`src/rtl/ysyx_24110006_alu_arbiter_if.sv`:
```
// ----------------------------------------------------------------------------
// ysyx_24110006_alu_arbiter_if
//   One requester channel of the shared-ALU arbiter: a request (operands and
//   op select) and the matching response (result, compare flag, raw sum).
//
//   Handshake: a transfer happens on a rising clock edge where valid and
//   ready are both high. The source of valid may drop it before the transfer
//   without committing anything. Once the arbiter raises rsp_valid, it holds
//   rsp_valid and the response data stable until rsp_ready is seen high.
//
//   Signals:
//     req_valid / req_ready   request handshake
//     req_a, req_b            operands (req_b already inverted for subtract)
//     req_sub, req_sign       carry-in, signed-compare select
//     req_alu_t               one-hot ALU op select (ALU_T_W bits)
//     rsp_valid / rsp_ready   response handshake
//     rsp_r, rsp_cmp, rsp_add_r   ALU result, compare flag, raw adder output
//   Modports: master = requester side, slave = arbiter side.
// ----------------------------------------------------------------------------
interface ysyx_24110006_alu_arbiter_if #(
    parameter int ALU_T_W = 13
);
    logic               req_valid;
    logic               req_ready;
    logic [31:0]        req_a;
    logic [31:0]        req_b;
    logic               req_sub;
    logic               req_sign;
    logic [ALU_T_W-1:0] req_alu_t;
    logic               rsp_valid;
    logic               rsp_ready;
    logic [31:0]        rsp_r;
    logic               rsp_cmp;
    logic [31:0]        rsp_add_r;

    modport master (
        output req_valid, req_a, req_b, req_sub, req_sign, req_alu_t, rsp_ready,
        input  req_ready, rsp_valid, rsp_r, rsp_cmp, rsp_add_r
    );

    modport slave (
        input  req_valid, req_a, req_b, req_sub, req_sign, req_alu_t, rsp_ready,
        output req_ready, rsp_valid, rsp_r, rsp_cmp, rsp_add_r
    );
endinterface

```
`src/rtl/ysyx_24110006_alu_arbiter.sv`:
```
// ----------------------------------------------------------------------------
// ysyx_24110006_alu_arbiter
//   Shares one ALU between two requesters (req0 = EXU, req1 = LSU/BRU).
//   Round-robin arbitration in IDLE, operands latched on accept, the ALU is
//   driven from the latches for one EXEC cycle, the result is registered and
//   returned on the winner's response channel in RESP.
//
//   Ports:
//     i_clock, i_reset        clock, synchronous active-high reset
//     req0, req1              requester channels (slave modport)
//     o_alu_a/b/sub/sign/t    to the ALU inputs (always the latch registers)
//     i_alu_r/add_r/cmp       from the ALU outputs
//     o_state                 debug view of the FSM state (0 IDLE,1 EXEC,2 RESP)
//     o_grant0_cnt, o_grant1_cnt, o_conflict_cnt
//                             perf counters, present only with ALU_ARB_PERF_EN
//   Parameters: ALU_T_W (op-select width, default `ALU_TYPE),
//               CNT_W (counter width, exists only with ALU_ARB_PERF_EN).
//   Optional feature macro: ALU_ARB_PERF_EN.
// ----------------------------------------------------------------------------
`ifndef ALU_TYPE
`define ALU_TYPE 13
`endif

module ysyx_24110006_alu_arbiter #(
    parameter int ALU_T_W = `ALU_TYPE
`ifdef ALU_ARB_PERF_EN
    ,
    parameter int CNT_W = 32
`endif
) (
    input  logic                        i_clock,
    input  logic                        i_reset,
    ysyx_24110006_alu_arbiter_if.slave  req0,
    ysyx_24110006_alu_arbiter_if.slave  req1,
    output logic [31:0]                 o_alu_a,
    output logic [31:0]                 o_alu_b,
    output logic                        o_alu_sub,
    output logic                        o_alu_sign,
    output logic [ALU_T_W-1:0]          o_alu_t,
    input  logic [31:0]                 i_alu_r,
    input  logic [31:0]                 i_alu_add_r,
    input  logic                        i_alu_cmp,
    output logic [1:0]                  o_state
`ifdef ALU_ARB_PERF_EN
    ,
    output logic [CNT_W-1:0]            o_grant0_cnt,
    output logic [CNT_W-1:0]            o_grant1_cnt,
    output logic [CNT_W-1:0]            o_conflict_cnt
`endif
);

    typedef enum logic [1:0] {
        IDLE = 2'd0,
        EXEC = 2'd1,
        RESP = 2'd2
    } state_t;

    state_t             state;
    logic               rr_ptr;     // requester favoured when both are valid
    logic               id;         // owner of the in-flight op
    logic [31:0]        lat_a;
    logic [31:0]        lat_b;
    logic               lat_sub;
    logic               lat_sign;
    logic [ALU_T_W-1:0] lat_t;
    logic [31:0]        rsp_r_q;
    logic [31:0]        rsp_add_r_q;
    logic               rsp_cmp_q;
    logic               rsp_v0;
    logic               rsp_v1;

    logic idle;
    logic both;
    logic grant1;
    logic acc0;
    logic acc1;
    logic rsp_hs;

    // A lone requester wins regardless of rr_ptr, so there is no idle bubble.
    assign idle   = (state == IDLE);
    assign both   = req0.req_valid & req1.req_valid;
    assign grant1 = both ? rr_ptr : req1.req_valid;

    assign req0.req_ready = idle & ~i_reset & req0.req_valid & ~grant1;
    assign req1.req_ready = idle & ~i_reset & req1.req_valid &  grant1;

    assign acc0   = req0.req_valid & req0.req_ready;
    assign acc1   = req1.req_valid & req1.req_ready;
    assign rsp_hs = id ? (rsp_v1 & req1.rsp_ready) : (rsp_v0 & req0.rsp_ready);

    always_ff @(posedge i_clock) begin
        if (i_reset) begin
            state       <= IDLE;
            rr_ptr      <= 1'b0;
            id          <= 1'b0;
            lat_a       <= '0;
            lat_b       <= '0;
            lat_sub     <= 1'b0;
            lat_sign    <= 1'b0;
            lat_t       <= '0;
            rsp_r_q     <= '0;
            rsp_add_r_q <= '0;
            rsp_cmp_q   <= 1'b0;
            rsp_v0      <= 1'b0;
            rsp_v1      <= 1'b0;
        end else begin
            case (state)
                IDLE: begin
                    if (acc0 | acc1) begin
                        lat_a    <= acc1 ? req1.req_a     : req0.req_a;
                        lat_b    <= acc1 ? req1.req_b     : req0.req_b;
                        lat_sub  <= acc1 ? req1.req_sub   : req0.req_sub;
                        lat_sign <= acc1 ? req1.req_sign  : req0.req_sign;
                        lat_t    <= acc1 ? req1.req_alu_t : req0.req_alu_t;
                        id       <= acc1;
                        state    <= EXEC;
                    end
                end
                EXEC: begin
                    rsp_r_q     <= i_alu_r;
                    rsp_add_r_q <= i_alu_add_r;
                    rsp_cmp_q   <= i_alu_cmp;
                    rsp_v0      <= ~id;
                    rsp_v1      <= id;
                    state       <= RESP;
                end
                RESP: begin
                    if (rsp_hs) begin
                        rsp_v0 <= 1'b0;
                        rsp_v1 <= 1'b0;
                        rr_ptr <= ~id;
                        state  <= IDLE;
                    end
                end
                default: state <= IDLE;
            endcase
        end
    end

    // The ALU always sees the latched operands, never the live request.
    assign o_alu_a    = lat_a;
    assign o_alu_b    = lat_b;
    assign o_alu_sub  = lat_sub;
    assign o_alu_sign = lat_sign;
    assign o_alu_t    = lat_t;
    assign o_state    = state;

    // Response data is one shared register; only valid is per requester.
    assign req0.rsp_valid = rsp_v0;
    assign req1.rsp_valid = rsp_v1;
    assign req0.rsp_r     = rsp_r_q;
    assign req1.rsp_r     = rsp_r_q;
    assign req0.rsp_cmp   = rsp_cmp_q;
    assign req1.rsp_cmp   = rsp_cmp_q;
    assign req0.rsp_add_r = rsp_add_r_q;
    assign req1.rsp_add_r = rsp_add_r_q;

`ifdef ALU_ARB_PERF_EN
    logic [CNT_W-1:0] grant0_cnt;
    logic [CNT_W-1:0] grant1_cnt;
    logic [CNT_W-1:0] conflict_cnt;

    always_ff @(posedge i_clock) begin
        if (i_reset) begin
            grant0_cnt   <= '0;
            grant1_cnt   <= '0;
            conflict_cnt <= '0;
        end else begin
            if (acc0)        grant0_cnt   <= grant0_cnt + 1'b1;
            if (acc1)        grant1_cnt   <= grant1_cnt + 1'b1;
            if (idle & both) conflict_cnt <= conflict_cnt + 1'b1;
        end
    end

    assign o_grant0_cnt   = grant0_cnt;
    assign o_grant1_cnt   = grant1_cnt;
    assign o_conflict_cnt = conflict_cnt;
`endif

endmodule
```
`src/flat_wrapper.sv`:
```
// flat-port wrapper written by rule: the top's interface ports become plain ports
module ysyx_24110006_alu_arbiter_flat 
#(
    parameter int ALU_T_W = `ALU_TYPE

)
  (i_clock, i_reset, o_alu_a, o_alu_b, o_alu_sub, o_alu_sign, o_alu_t, i_alu_r, i_alu_add_r, i_alu_cmp, o_state, req0_req_valid, req0_req_a, req0_req_b, req0_req_sub, req0_req_sign, req0_req_alu_t, req0_rsp_ready, req0_req_ready, req0_rsp_valid, req0_rsp_r, req0_rsp_cmp, req0_rsp_add_r, req1_req_valid, req1_req_a, req1_req_b, req1_req_sub, req1_req_sign, req1_req_alu_t, req1_rsp_ready, req1_req_ready, req1_rsp_valid, req1_rsp_r, req1_rsp_cmp, req1_rsp_add_r);
  ysyx_24110006_alu_arbiter_if #(.ALU_T_W(ALU_T_W)) req0_i ();
  ysyx_24110006_alu_arbiter_if #(.ALU_T_W(ALU_T_W)) req1_i ();
  input  logic i_clock;
  input  logic i_reset;
  output logic [31:0] o_alu_a;
  output logic [31:0] o_alu_b;
  output logic o_alu_sub;
  output logic o_alu_sign;
  output logic [ALU_T_W-1:0] o_alu_t;
  input  logic [31:0] i_alu_r;
  input  logic [31:0] i_alu_add_r;
  input  logic i_alu_cmp;
  output logic [1:0] o_state;
  input wire logic [$bits(req0_i.req_valid)-1:0] req0_req_valid;
  input wire logic [$bits(req0_i.req_a)-1:0] req0_req_a;
  input wire logic [$bits(req0_i.req_b)-1:0] req0_req_b;
  input wire logic [$bits(req0_i.req_sub)-1:0] req0_req_sub;
  input wire logic [$bits(req0_i.req_sign)-1:0] req0_req_sign;
  input wire logic [$bits(req0_i.req_alu_t)-1:0] req0_req_alu_t;
  input wire logic [$bits(req0_i.rsp_ready)-1:0] req0_rsp_ready;
  output wire logic [$bits(req0_i.req_ready)-1:0] req0_req_ready;
  output wire logic [$bits(req0_i.rsp_valid)-1:0] req0_rsp_valid;
  output wire logic [$bits(req0_i.rsp_r)-1:0] req0_rsp_r;
  output wire logic [$bits(req0_i.rsp_cmp)-1:0] req0_rsp_cmp;
  output wire logic [$bits(req0_i.rsp_add_r)-1:0] req0_rsp_add_r;
  input wire logic [$bits(req1_i.req_valid)-1:0] req1_req_valid;
  input wire logic [$bits(req1_i.req_a)-1:0] req1_req_a;
  input wire logic [$bits(req1_i.req_b)-1:0] req1_req_b;
  input wire logic [$bits(req1_i.req_sub)-1:0] req1_req_sub;
  input wire logic [$bits(req1_i.req_sign)-1:0] req1_req_sign;
  input wire logic [$bits(req1_i.req_alu_t)-1:0] req1_req_alu_t;
  input wire logic [$bits(req1_i.rsp_ready)-1:0] req1_rsp_ready;
  output wire logic [$bits(req1_i.req_ready)-1:0] req1_req_ready;
  output wire logic [$bits(req1_i.rsp_valid)-1:0] req1_rsp_valid;
  output wire logic [$bits(req1_i.rsp_r)-1:0] req1_rsp_r;
  output wire logic [$bits(req1_i.rsp_cmp)-1:0] req1_rsp_cmp;
  output wire logic [$bits(req1_i.rsp_add_r)-1:0] req1_rsp_add_r;
  assign req0_i.req_valid = req0_req_valid;
  assign req0_i.req_a = req0_req_a;
  assign req0_i.req_b = req0_req_b;
  assign req0_i.req_sub = req0_req_sub;
  assign req0_i.req_sign = req0_req_sign;
  assign req0_i.req_alu_t = req0_req_alu_t;
  assign req0_i.rsp_ready = req0_rsp_ready;
  assign req0_req_ready = req0_i.req_ready;
  assign req0_rsp_valid = req0_i.rsp_valid;
  assign req0_rsp_r = req0_i.rsp_r;
  assign req0_rsp_cmp = req0_i.rsp_cmp;
  assign req0_rsp_add_r = req0_i.rsp_add_r;
  assign req1_i.req_valid = req1_req_valid;
  assign req1_i.req_a = req1_req_a;
  assign req1_i.req_b = req1_req_b;
  assign req1_i.req_sub = req1_req_sub;
  assign req1_i.req_sign = req1_req_sign;
  assign req1_i.req_alu_t = req1_req_alu_t;
  assign req1_i.rsp_ready = req1_rsp_ready;
  assign req1_req_ready = req1_i.req_ready;
  assign req1_rsp_valid = req1_i.rsp_valid;
  assign req1_rsp_r = req1_i.rsp_r;
  assign req1_rsp_cmp = req1_i.rsp_cmp;
  assign req1_rsp_add_r = req1_i.rsp_add_r;
  ysyx_24110006_alu_arbiter #(.ALU_T_W(ALU_T_W)) u_core (.i_clock(i_clock), .i_reset(i_reset), .req0(req0_i), .req1(req1_i), .o_alu_a(o_alu_a), .o_alu_b(o_alu_b), .o_alu_sub(o_alu_sub), .o_alu_sign(o_alu_sign), .o_alu_t(o_alu_t), .i_alu_r(i_alu_r), .i_alu_add_r(i_alu_add_r), .i_alu_cmp(i_alu_cmp), .o_state(o_state));
endmodule
```
`config.mk`:
```
export PLATFORM = sky130hd
export DESIGN_NAME = ysyx_24110006_alu_arbiter_flat
export DESIGN_NICKNAME = d
export VERILOG_FILES = /design/src/rtl/ysyx_24110006_alu_arbiter_if.sv /design/src/rtl/ysyx_24110006_alu_arbiter.sv /design/src/flat_wrapper.sv
export SDC_FILE = /design/constraint.sdc
export NUM_CORES = 1
export LEC_CHECK = 0
export ABC_CLOCK_PERIOD_IN_PS = 1770
export BUFFER_PORTS_ARGS = -buffer_cell sky130_fd_sc_hd__buf_2
export CORE_AREA = 2 2 173 175
export DETAILED_ROUTE_END_ITERATION = 6
export DIE_AREA = 0 0 175 177
export PLACE_DENSITY = 0.56
export SYNTH_ARGS = -nofsm -noshare
export SYNTH_HDL_FRONTEND = slang
export SYNTH_SLANG_ARGS = --single-unit
```
`constraint.sdc`:
```
create_clock -name i_clock -period 1.77 [get_ports i_clock]
set_input_delay 0.177 -clock i_clock [delete_from_list [all_inputs] [get_ports i_clock]]
set_output_delay 0.177 -clock i_clock [all_outputs]
set_load 0.005 [all_outputs]
```
=== Word level (Yosys, flattened, before mapping) ===
Cells that the tools add are included.

* Register bits after elaboration: 150
* Input bits: 229
* Output and inout port bits: 215
* Logic and storage cells: 50

* Equality and inequality tests: 4
* Multiplexer cells: 13
* Bitwise logic cells: 14
* Reductions and logical operators: 6

{| class="wikitable"
|+ Operator list
! kind !! count
|-
| two-way mux 32 bit || 2
|-
| two-way mux 13 bit || 1
|-
| bitwise AND 1 bit || 10
|-
| AND reduction 2 bit || 4
|-
| case mux 2 bit (3 select lines) || 1
|-
| two-way mux 1 bit || 5
|-
| two-way mux 2 bit || 2
|-
| case mux 1 bit (2 select lines) || 2
|-
| NOT 1 bit || 3
|-
| equality test 2 x 1 -> 1 bit (second input constant) || 1
|-
| equality test 2 bit (second input constant) || 1
|-
| logical NOT 2 bit || 1
|-
| inequality test 2 x 1 -> 1 bit (second input constant) || 1
|-
| inequality test 2 bit (second input constant) || 1
|-
| nonzero test 2 bit || 1
|-
| OR 1 bit || 1
|}

=== Depth between registers and ports, before layout ===
Gate-level depths: netlist of run 1.

* Depth in word-level cells: 8
* Depth in mapped cells: 7
* Gate-level depth less buffers: 3

=== Worst setup path before layout of run 1 ===
No wires, ideal clock.

* Kind: flip-flop to flip-flop
* Start point: register u_core.state[0], in the netlist u_core.o_state[0]
* End point: register u_core.lat_a[31], in the netlist u_core.o_alu_a[31]
* Setup time: 0.139 ns
* Arrival: 1.447 ns
* Data required time: 1.631 ns
* Setup slack: 0.185 ns
* Stages on the path, launching flop included: 7
* Path buffers: 3
* Clock period less this slack: 1.585 ns
* Cells stage by stage: dfxtp_1 -> buf_2 -> or3_1 -> buf_4 -> buf_6 -> o31ai_2 -> a311oi_2

* Word-level cells in the longest chain between the ends: 7
* Elaborated cells between the ends (all ways): 11
* Those cells by class: mux (1); bitwise (8); reduce/logical (2)

{| class="wikitable"
|+ RTL lines
! what !! line !! source
|-
| start: declaration || ysyx_24110006_alu_arbiter.sv:58 || <nowiki>state_t state;</nowiki>
|-
| start signal: assignment || ysyx_24110006_alu_arbiter.sv:93 || <nowiki>state <= IDLE;</nowiki>
|-
| start signal: assignment || ysyx_24110006_alu_arbiter.sv:116 || <nowiki>state <= EXEC;</nowiki>
|-
| start signal: assignment || ysyx_24110006_alu_arbiter.sv:125 || <nowiki>state <= RESP;</nowiki>
|-
| logical NOT 2 bit * || ysyx_24110006_alu_arbiter.sv:80, ysyx_24110006_alu_arbiter.sv:107 ||
|-
| bitwise AND 1 bit || ysyx_24110006_alu_arbiter.sv:84, ysyx_24110006_alu_arbiter.sv:85 ||
|-
| bitwise AND 1 bit (on tied branches) (2 in series) || ysyx_24110006_alu_arbiter.sv:84, ysyx_24110006_alu_arbiter.sv:85 ||
|-
| bitwise AND 1 bit (on tied branches) || ysyx_24110006_alu_arbiter.sv:87, ysyx_24110006_alu_arbiter.sv:88 ||
|-
| OR 1 bit || ysyx_24110006_alu_arbiter.sv:109 || <nowiki>if (acc0 | acc1) begin</nowiki>
|-
| AND reduction 2 bit (no source line) || - ||
|-
| end signal: assignment || ysyx_24110006_alu_arbiter.sv:110 || <nowiki>lat_a <= acc1 ? req1.req_a : req0.req_a;</nowiki>
|-
| end: declaration || ysyx_24110006_alu_arbiter.sv:61 || <nowiki>logic [31:0] lat_a;</nowiki>
|}

Mark *: on every way between the ends. The rest lies on a longest branch, timed or not.
A chain may end at the register's enable or synchronous reset.

=== Final worst setup path of run 1 ===
* Start point: register u_core.state[0], in the netlist u_core.o_state[0]
* End point: output port req1_req_ready

* Word-level cells in the longest chain between the ends: 4

{| class="wikitable"
|+ RTL lines
! what !! line !! source
|-
| logical NOT 2 bit || ysyx_24110006_alu_arbiter.sv:80 || <nowiki>assign idle = (state == IDLE);</nowiki>
|-
| bitwise AND 1 bit (3 in series) || ysyx_24110006_alu_arbiter.sv:85 || <nowiki>assign req1.req_ready = idle & ~i_reset & req1.req_valid & grant1;</nowiki>
|-
| end: declaration || flat_wrapper.sv:40 || <nowiki>output wire logic [$bits(req1_i.req_ready)-1:0] req1_req_ready;</nowiki>
|}

No other way between the ends.

==> results.py, run 1 <==
metrics = {
    "clock_network": {
        "htreeDepth": 4,
        "cts_root_buf": "clkbuf_16",
        "cts_tree": "done",
        "cts_sinks": 150,
        "insertion_delay_ns": 0.43,
        "cts_buffer_depth": 2,
        "numCtsBuffers": 17,
        "clkTransAtPathRegs_ns": 0.07,
    },
    "run": {
        "maxCapViolations": 0,
    },
    "logic_synthesis": {
        "syn_area_um2": 7400,
        "synthTopCellsByArea": "dfxtp_1, a21oi_1, a311oi_1, buf_4, o31ai_1",
        "ys_seq_elements": 150,
        "ys_dominant_reg_cell": "dfxtp_1",
        "synth.net_count": 1097,
        "synth.avg_cell_area_um2": 8.52,
        "synthDistinctLibCells": 31,
        "yosys.area.top_type": "dfxtp_1",
        "synth_common_cells": "dfxtp_1, a21oi_1, nand2_1",
        "synth.most_common_cell": "dfxtp_1",
        "yosysSeqAreaShare_pct": 40.6,
        "async_flop_share_pct": 0,
        "synthCells": 868,
        "synth_edf_count": 0,
        "yosysTopAreaCellShare_pct": 40.6,
        "yosys_warnings": 0,
    },
    "setup_path": {
        "cp-start-kind": "flip-flop",
        "critPathMaxStageDelay_ns": 0.40,
        "critPathSlowestCell": "or3_4",
        "endpoint_kind": "output pin",
        "critPathMaxFanout": 3,
        "arrival_ns": 1.57,
        "path_depth": 4,
        "cp.required_ns": 1.59,
        "critPathKind": "reg -> out",
        "path_delay_family": "simple AND/OR/NAND/NOR gates",
        "worstRegToRegCells": 5,
        "critPathBufInv": 2,
        "cp_cell_sequence": "or3_4, buf_16, nor3_4, buf_2",
    },
    "route": {
        "ant_nets": 0,
        "avgViaCountPerCell": 5.10,
        "vias": 8535,
        "wirelength_mm": 30.7,
        "wl_per_cell_um": 18.3,
        "drc_errors": 0,
        "drt_iter0_markers": 491,
        "dr.pass1.iters": 6,
    },
    "place": {
        "portBuffers": 443,
        "hpwlAfterDp_mm": 19.4,
        "dp_cells": 1552,
        "gp_congestion": 0.810,
    },
    "power": {
        "total_power_w": 0.0100,
        "swShare_pct": 31.8,
        "pwr-share-clk_pct": 37.5,
        "power.switching_w": 0.00319,
        "power_per_cell_area_nw_per_um2": 910,
        "power.leakage_nw": 4.81,
        "intPower_w": 0.00685,
        "power_frac_comb_pct": 23.9,
        "ir_drop_mv": 0.569,
        "seq_power_share_pct": 38.6,
    },
    "global_routing": {
        "track_usage_pct": 18.5,
        "grt_overflow": 0,
        "grt_pass1_vias": 7775,
        "grt_pass1_wl_mm": 44.9,
        "grt_max_degree": 110,
        "antenna_found_initial": 4,
    },
    "sta": {
        "maxSlewViolCount": 0,
        "finalSetupViolCount": 0,
        "max_freq_mhz": 571,
        "skew_ns": 0.0105,
        "max_slew_margin_pct": 61.5,
        "rsz0062_at_grt": "yes",
        "hold_violations": 0,
        "fin_crit_ns": 1.75,
        "finalSetupTns_ns": 0,
        "tightest_slew_ns": 0.577,
        "finalCritPeriodShare_pct": 99.0,
    },
    "status": {
        "status": "finished, final reports clean",
    },
    "hold_path": {
        "hold_path_depth": 3,
        "holdCritPathClass": "in -> reg",
    },
    "die": {
        "design.core.area_um2": 29200,
        "initial_core_util_pct": 25.3,
        "die_y_um": 177,
        "fp.dieW_um": 175,
        "num_rows": 63,
        "io_pins": 444,
        "dieArea_um2": 31000,
    },
    "layout": {
        "drive_above_1_share_pct": 42.7,
        "finalNonFillerCells": 1674,
        "syn2layout_area_growth_pct": 49.1,
        "fill_cells": 2979,
        "fin_nets": 1498,
    },
}
-- layer usage --
layer	up-vias	routed length (um)	part of all wire, %	global-route usage, %
met5	-	27	0.088	0
met4	4	945	3.1	7.64
li1	4008	-	-	-
met3	56	2400	7.8	4.40
met1	4023	12400	40	22.0
met2	444	14900	49	32.0
-- kinds of logic (layout without fill, tap and decap cells) --
kind of cell,after synthesis,after routing,share of synthesized area [%]
simple gates,230,230,15.1
flops,150,150,40.6
other cells,0,2,0
compound gates,309,309,29.4
buf+inv,179,593,14.9
-- cell type report --
type	count	area [um2]	share of cell area, %
timing repair buffer	558	3580	32.5
multi-input combinational	539	3350	30.4
sequential	150	3010	27.2
tap	390	488	4.42
clock buffer	19	453	4.11
clock inverter	13	138	1.25
inverter	3	11.3	0.102
antenna	2	5.00	0.0454
-- state kept, by name (all words and copies together) (netlist names), 2 cells and up --
signal                 count
u_core.req0.rsp_r         32
u_core.o_alu_b            32
u_core.req0.rsp_add_r     32
u_core.o_alu_t            13
u_core.o_alu_a            32
u_core.o_state             2
-- cell usage in the layout, fill, tap and decap left out, types with 2 or more instances in the layout --
master         netlist  routed
nand4_1             79      79
nand3b_1             2       2
o31ai_1             68      63
clkinv_4             0       4
bufbuf_16            0       3
inv_1                2       2
diode_2              0       2
buf_2               27     442
o31ai_2             11      16
nand2b_2             0       2
a311oi_2            11      11
clkinvlp_4           0       2
a21oi_1            148     148
clkbuf_16            0      17
dfxtp_1            150     148
inv_6                0       4
nor2_1               2       2
dfxtp_2              0       2
nor2b_4              0       2
nand2_1            133     133
buf_12               0      16
dlygate4sd3_1        0      81
clkbuf_8             0       2
a311oi_1            68      68
nor3_4               1       2
buf_4               68      15
inv_8                0       2
-- power groups by stage --
| stage | registers (W) | clock network (W) | logic, W |
|---|---|---|---|
| after global routing | 0.00390 | 0.00403 | 0.00260 |
| after detailed placement | 0.00394 | 0 | 0.00218 |
| after CTS | 0.00387 | 0.00391 | 0.00241 |
| after global placement | 0.00394 | 0 | 0.00216 |
| after floorplan | 0.00395 | 0 | 0.00125 |
| final | 0.00387 | 0.00377 | 0.00240 |
-- what timing repair did --
item	CTS	global route
setup endpoints to repair	1	23
cloned	3	0
hold buffers	81	0
endpoints found under the hold margin	81	0
pin swaps	2	1
setup buffers	4	0
gates resized for setup	3	6
-- worst reg2reg max path, delay by kind of cell (launching register included) --
kind / cells / cell delay, ns
AND/OR/NAND/NOR: 1 / 0.40
flip-flops: 1 / 0.34
AO/OA/AOI/OAI: 2 / 0.37
buffers and inverters: 2 / 0.47
-- stage by stage --
stage	hold WS, ns	setup WS [ns]	area [um2]	utilization [%]
after floorplan	0.313	0.185	7400	-
after global placement	0.418	0.190	9450	32.3
after detailed placement	0.424	0.170	9450	32.3
after CTS	0.000000944	-0.0185	11000	37.6
after global routing	0.00789	-0.0427	11000	37.7
final	0.0171	0.0182	11000	37.7
-- path summary, 6_finish.rpt --
kind | startpoint | endpoint | slack [ns]
setup reg to reg | u_core.o_state[0]$_SDFFE_PP0P_ | u_core.o_alu_b[2]$_SDFFE_PP0P_ | 0.04
hold reg to reg | u_core.req0.rsp_add_r[3]$_SDFFE_PP0P_ | u_core.req0.rsp_add_r[3]$_SDFFE_PP0P_ | 0.46
setup / recovery | u_core.o_state[0]$_SDFFE_PP0P_ | req1_req_ready | 0.02
hold / removal | i_alu_r[6] | u_core.req0.rsp_r[6]$_SDFFE_PP0P_ | 0.02
(Power assumes the default switching activity.)
==> run 2, diff against run 1 <==
==> constraint.sdc (replaced) <==
create_clock -name i_clock -period 1.77 [get_ports i_clock]
set_input_delay 0.0885 -clock i_clock [delete_from_list [all_inputs] [get_ports i_clock]]
set_output_delay 0.0885 -clock i_clock [all_outputs]
set_load 0.005 [all_outputs]
==> results.py, run 2 (same netlist as run 1, synthesis figures left out) <==
metrics = {
    "sta": {
        "max_slew_margin_pct": 42.8,
        "tightest_slew_ns": 0.859,
        "hold_violations": 0,
        "max_freq_mhz": 588,
        "finalSetupViolCount": 0,
        "rsz0062_at_grt": "no",
        "finalCritPeriodShare_pct": 96.1,
        "maxSlewViolCount": 0,
        "skew_ns": 0.00860,
        "fin_crit_ns": 1.70,
        "finalSetupTns_ns": 0,
    },
    "setup_path": {
        "critPathSlowestCell": "or3_4",
        "critPathMaxFanout": 28,
        "cp.required_ns": 2.04,
        "cp_cell_sequence": "or3_4, buf_6, buf_12, o31ai_1, a311oi_1",
        "path_delay_family": "compound AO/OA/AOI/OAI gates",
        "critPathBufInv": 2,
        "cp-start-kind": "flip-flop",
        "critPathMaxStageDelay_ns": 0.39,
        "critPathKind": "reg -> reg",
        "endpoint_kind": "flip-flop",
        "arrival_ns": 1.98,
    },
    "place": {
        "hpwlAfterDp_mm": 19.3,
        "portBuffers": 443,
        "dp_cells": 1552,
        "dpl_cell_area_um2": 9450,
        "gp_congestion": 0.760,
    },
    "clock_network": {
        "htreeDepth": 4,
        "cts_sinks": 150,
        "cts_tree": "done",
        "cts_buffer_depth": 2,
        "cts_root_buf": "clkbuf_16",
        "insertion_delay_ns": 0.42,
        "numCtsBuffers": 17,
        "clkTransAtPathRegs_ns": 0.07,
    },
    "die": {
        "initial_core_util_pct": 25.3,
        "num_rows": 63,
        "dieArea_um2": 31000,
        "fp.dieW_um": 175,
        "die_y_um": 177,
        "io_pins": 444,
        "design.core.area_um2": 29200,
    },
    "route": {
        "drc_errors": 0,
        "drt_iter0_markers": 536,
        "wirelength_mm": 32.3,
        "dr.pass1.iters": 5,
        "vias": 9133,
        "ant_nets": 0,
        "avgViaCountPerCell": 5.04,
        "wl_per_cell_um": 17.8,
    },
    "layout": {
        "multi_input_area_um2": 3430,
        "fin_nets": 1635,
        "postLayoutCellArea_um2": 12400,
        "area.sequential_um2": 3000,
        "drive_above_1_share_pct": 39.4,
        "syn2layout_area_growth_pct": 68.2,
        "fill_cells": 2828,
        "final_cell_mix": "buf_2, dlygate4sd3_1, dfxtp_1",
        "finalNonFillerCells": 1812,
        "layout_commonest_cell": "buf_2",
    },
    "global_routing": {
        "track_usage_pct": 19.2,
        "grt_overflow": 0,
        "grt_pass1_vias": 8581,
        "grt_max_degree": 150,
        "grt_pass1_wl_mm": 47.6,
        "antenna_found_initial": 4,
    },
    "run": {
        "maxCapViolations": 0,
    },
    "power": {
        "power_per_cell_area_nw_per_um2": 816,
        "total_power_w": 0.0101,
        "power.leakage_nw": 5.36,
        "ir_drop_mv": 0.548,
    },
    "hold_path": {
        "holdCritPathClass": "in -> reg",
    },
    "status": {
        "status": "finished, final reports clean",
    },
}
[run 2: metrics by stage]
stage | hold WS [ns] | utilization (%) | setup slack, ns
3_5_place_dp | 0.335 | 32.3 | 0.115
3_3_place_gp | 0.329 | 32.3 | 0.156
6_report | 0.0175 | 42.5 | 0.0692
4_1_cts | 0.00933 | 41.9 | 0.0102
2_1_floorplan | 0.224 | - | 0.185
5_1_grt | 0.0164 | 42.5 | 0.00240
[run 2: power by group]
part / switching [W] / leakage [nW] / total (W) / internal (W)
Sequential: 0.000185 / 1.23 / 0.00386 / 0.00368
Clock: 0.00171 / 0.282 / 0.00362 / 0.00191
Combinational: 0.00137 / 3.84 / 0.00267 / 0.00129
Total: 0.00327 / 5.36 / 0.0101 / 0.00688
[run 2: path summary, 6_finish.rpt]
kind	start	end	slack, ns	cells after the start
min reg2reg	u_core.req0.rsp_add_r[3]$_SDFFE_PP0P_	u_core.req0.rsp_add_r[3]$_SDFFE_PP0P_	0.47	2
max	u_core.o_state[1]$_SDFFE_PP0P_	u_core.o_alu_a[2]$_SDFFE_PP0P_	0.07	5
min	req0_req_alu_t[7]	u_core.o_alu_t[7]$_SDFFE_PP0P_	0.02	3
max reg2reg	u_core.o_state[1]$_SDFFE_PP0P_	u_core.o_alu_a[2]$_SDFFE_PP0P_	0.07	5
[run 2: worst register-to-register path: stages (launching register included)]
cell	delay, ns
dfxtp_1	0.31
or3_4	0.39
buf_6	0.19
buf_12	0.19
o31ai_1	0.33
a311oi_1	0.14
[run 2: layout make-up]
cell class | instances | share of cell area [%]
clock buffers | 18 | 3.53
repair buffers | 695 | 39.6
diodes | 3 | 0.0604
clock inverters | 14 | 1.09
inverters | 3 | 0.0905
flip-flops and latches | 150 | 24.1
multi-input cells | 539 | 27.6
well taps | 390 | 3.92
[run 2: layer usage]
layer,wire (um),track usage [%],up-vias
li1,-,-,4264
met1,12400,21.6,4294
met2,16600,34.8,495
met3,2390,4.64,78
met4,980,7.78,2
met5,13,0,-
[run 2: what timing repair did]
item,4_1_cts,5_1_grt
resized for setup,1,26
endpoints found under the hold margin,144,0
pin swaps,2,3
endpoints found under the setup margin,1,29
hold buffers,221,0
buffers inserted,1,2
cloned,0,1
==> run 3, diff against run 2 <==
--- a/config.mk
+++ b/config.mk
@@ -11,6 +11,8 @@
 export DETAILED_ROUTE_END_ITERATION = 6
 export DIE_AREA = 0 0 175 177
 export PLACE_DENSITY = 0.56
+export SETUP_SLACK_MARGIN = 0.5
+export SLEW_MARGIN = 20
 export SYNTH_ARGS = -nofsm -noshare
 export SYNTH_HDL_FRONTEND = slang
 export SYNTH_SLANG_ARGS = --single-unit
==> results.py, run 3 (same netlist as run 1, synthesis figures left out) <==
metrics = {
    "status": {
        "status": "complete, but fails checks",
        "failed_checks": "negative setup slack",
    },
    "sta": {
        "skew_ns": 0.0131,
        "finalCritPeriodShare_pct": 103,
        "max_slew_margin_pct": 33.5,
        "rsz0062_at_grt": "yes",
        "tightest_slew_ns": 0.998,
        "maxSlewViolCount": 0,
        "finalSetupViolCount": 40,
        "hold_ws_ns": 0.0183,
        "hold_violations": 0,
        "max_freq_mhz": 549,
        "fin_crit_ns": 1.82,
        "finalWorstSetupSlack_ns": -0.0531,
    },
    "power": {
        "ir_drop_mv": 0.612,
        "power.leakage_nw": 6.26,
        "total_power_w": 0.0118,
        "power_per_cell_area_nw_per_um2": 816,
    },
    "route": {
        "drc_errors": 0,
        "avgViaCountPerCell": 5.31,
        "drt_iter0_markers": 818,
        "wl_per_cell_um": 21.0,
        "vias": 10046,
        "dr.pass1.iters": 5,
        "wirelength_mm": 39.7,
        "ant_nets": 0,
    },
    "die": {
        "dieArea_um2": 31000,
        "io_pins": 444,
        "num_rows": 63,
        "die_y_um": 177,
        "design.core.area_um2": 29200,
        "initial_core_util_pct": 25.3,
        "fp.dieW_um": 175,
    },
    "layout": {
        "syn2layout_area_growth_pct": 95.6,
        "final_cell_mix": "buf_2, dlygate4sd3_1, dfxtp_1",
        "drive_above_1_share_pct": 45.0,
        "layout_commonest_cell": "buf_2",
        "diodes": 0,
        "fin_nets": 1717,
    },
    "clock_network": {
        "insertion_delay_ns": 0.43,
        "cts_tree": "done",
        "cts_sinks": 150,
        "htreeDepth": 4,
        "cts_root_buf": "clkbuf_16",
        "numCtsBuffers": 17,
        "cts_buffer_depth": 2,
        "clkTransAtPathRegs_ns": 0.07,
    },
    "global_routing": {
        "antenna_found_initial": 0,
        "track_usage_pct": 23.1,
        "grt_max_degree": 86,
        "grt_pass1_wl_mm": 55.3,
        "grt_pass1_vias": 9644,
        "grt_overflow": 0,
    },
    "setup_path": {
        "cp.required_ns": 2.04,
        "endpoint_kind": "flip-flop",
        "worstRegToRegCells": 5,
        "critPathMaxFanout": 24,
        "cp-start-kind": "flip-flop",
        "arrival_ns": 2.09,
        "critPathKind": "reg -> reg",
    },
    "place": {
        "dp_slack_ns": 0.120,
        "portBuffers": 443,
        "gp_congestion": 0.758,
        "hpwlAfterDp_mm": 19.6,
    },
    "hold_path": {
        "hold_path_depth": 3,
        "holdCritPathClass": "in -> reg",
    },
    "run": {
        "maxCapViolations": 0,
    },
}
-- run 3: cell types whose count changed in the layout (fill, tap and decap cells not counted), moves of 6 or more --
cell       previous run  this run
a311oi_1             64        53
a311oi_2             15        26
buf_12               15        32
buf_16                2        30
buf_6                 1        20
buf_8                 1         7
clkbuf_16            18        28
nand2_1             133       109
nand2_2               0        15
nand2_4               0         9
o31ai_1              51        60
o31ai_2              28         7
o31ai_4               0        12
-- run 3: metal layers --
metal	wire length [um]	part of all wire (%)	vias up	track usage [%]
met4	1460	3.7	0	10.8
met3	3040	7.6	128	5.11
met1	14800	37	4787	25.9
met2	20400	51	673	41.7
li1	-	-	4458	-
met5	0	0	-	0
-- run 3: layout make-up --
type | count | area (um2)
clock buffer | 21 | 450
fill | 2609 | 14800
inverter | 3 | 12.5
timing repair buffer | 777 | 6630
clock inverter | 11 | 171
multi-input combinational | 539 | 3710
sequential | 150 | 3010
tap | 390 | 488
-- run 3: repair_timing --
item / 4_1_cts / 5_1_grt
endpoints found under the hold margin: 144 / 0
endpoints found under the setup margin: 150 / 153
resized for setup: 63 / 89
cloned: 28 / 13
pin swaps: 16 / 45
hold buffers: 220 / 0
buffers inserted: 28 / 17
-- run 3: worst paths after layout --
kind / start / end / slack (ns)
worst min register to register: u_core.req0.rsp_add_r[23]$_SDFFE_PP0P_ / u_core.req0.rsp_add_r[23]$_SDFFE_PP0P_ / 0.46
worst min-delay path: req1_req_b[0] / u_core.o_alu_b[0]$_SDFFE_PP0P_ / 0.02
worst max-delay path: u_core.o_state[1]$_SDFFE_PP0P_ / u_core.o_alu_a[5]$_SDFFE_PP0P_ / -0.05
worst max register to register: u_core.o_state[1]$_SDFFE_PP0P_ / u_core.o_alu_a[5]$_SDFFE_PP0P_ / -0.05
-- run 3: power by group --
part	total (W)	leakage, nW	switching (W)	internal [W]
logic	0.00391	4.73	0.00181	0.00210
clock network	0.00400	0.298	0.00159	0.00241
registers	0.00389	1.23	0.000207	0.00368
-- run 3: through the flow --
stage | util [%] | instances | instance area [um2] | setup TNS (ns)
final | 49.5 | 1891 | 14500 | -0.789
after global routing | 49.5 | 1891 | 14500 | -4.93
after CTS | 46.7 | 1861 | 13700 | 0
after detailed placement | 32.5 | 1553 | 9510 | 0
after global placement | 32.5 | 1553 | 9510 | 0
after floorplan | - | 868 | 7530 | 0
-- run 3: critical path, stage by stage, from the launching register on --
cell	delay (ns)
dfxtp_4	0.35
or3_4	0.38
buf_4	0.20
buf_16	0.19
o31ai_1	0.34
a311oi_2	0.18
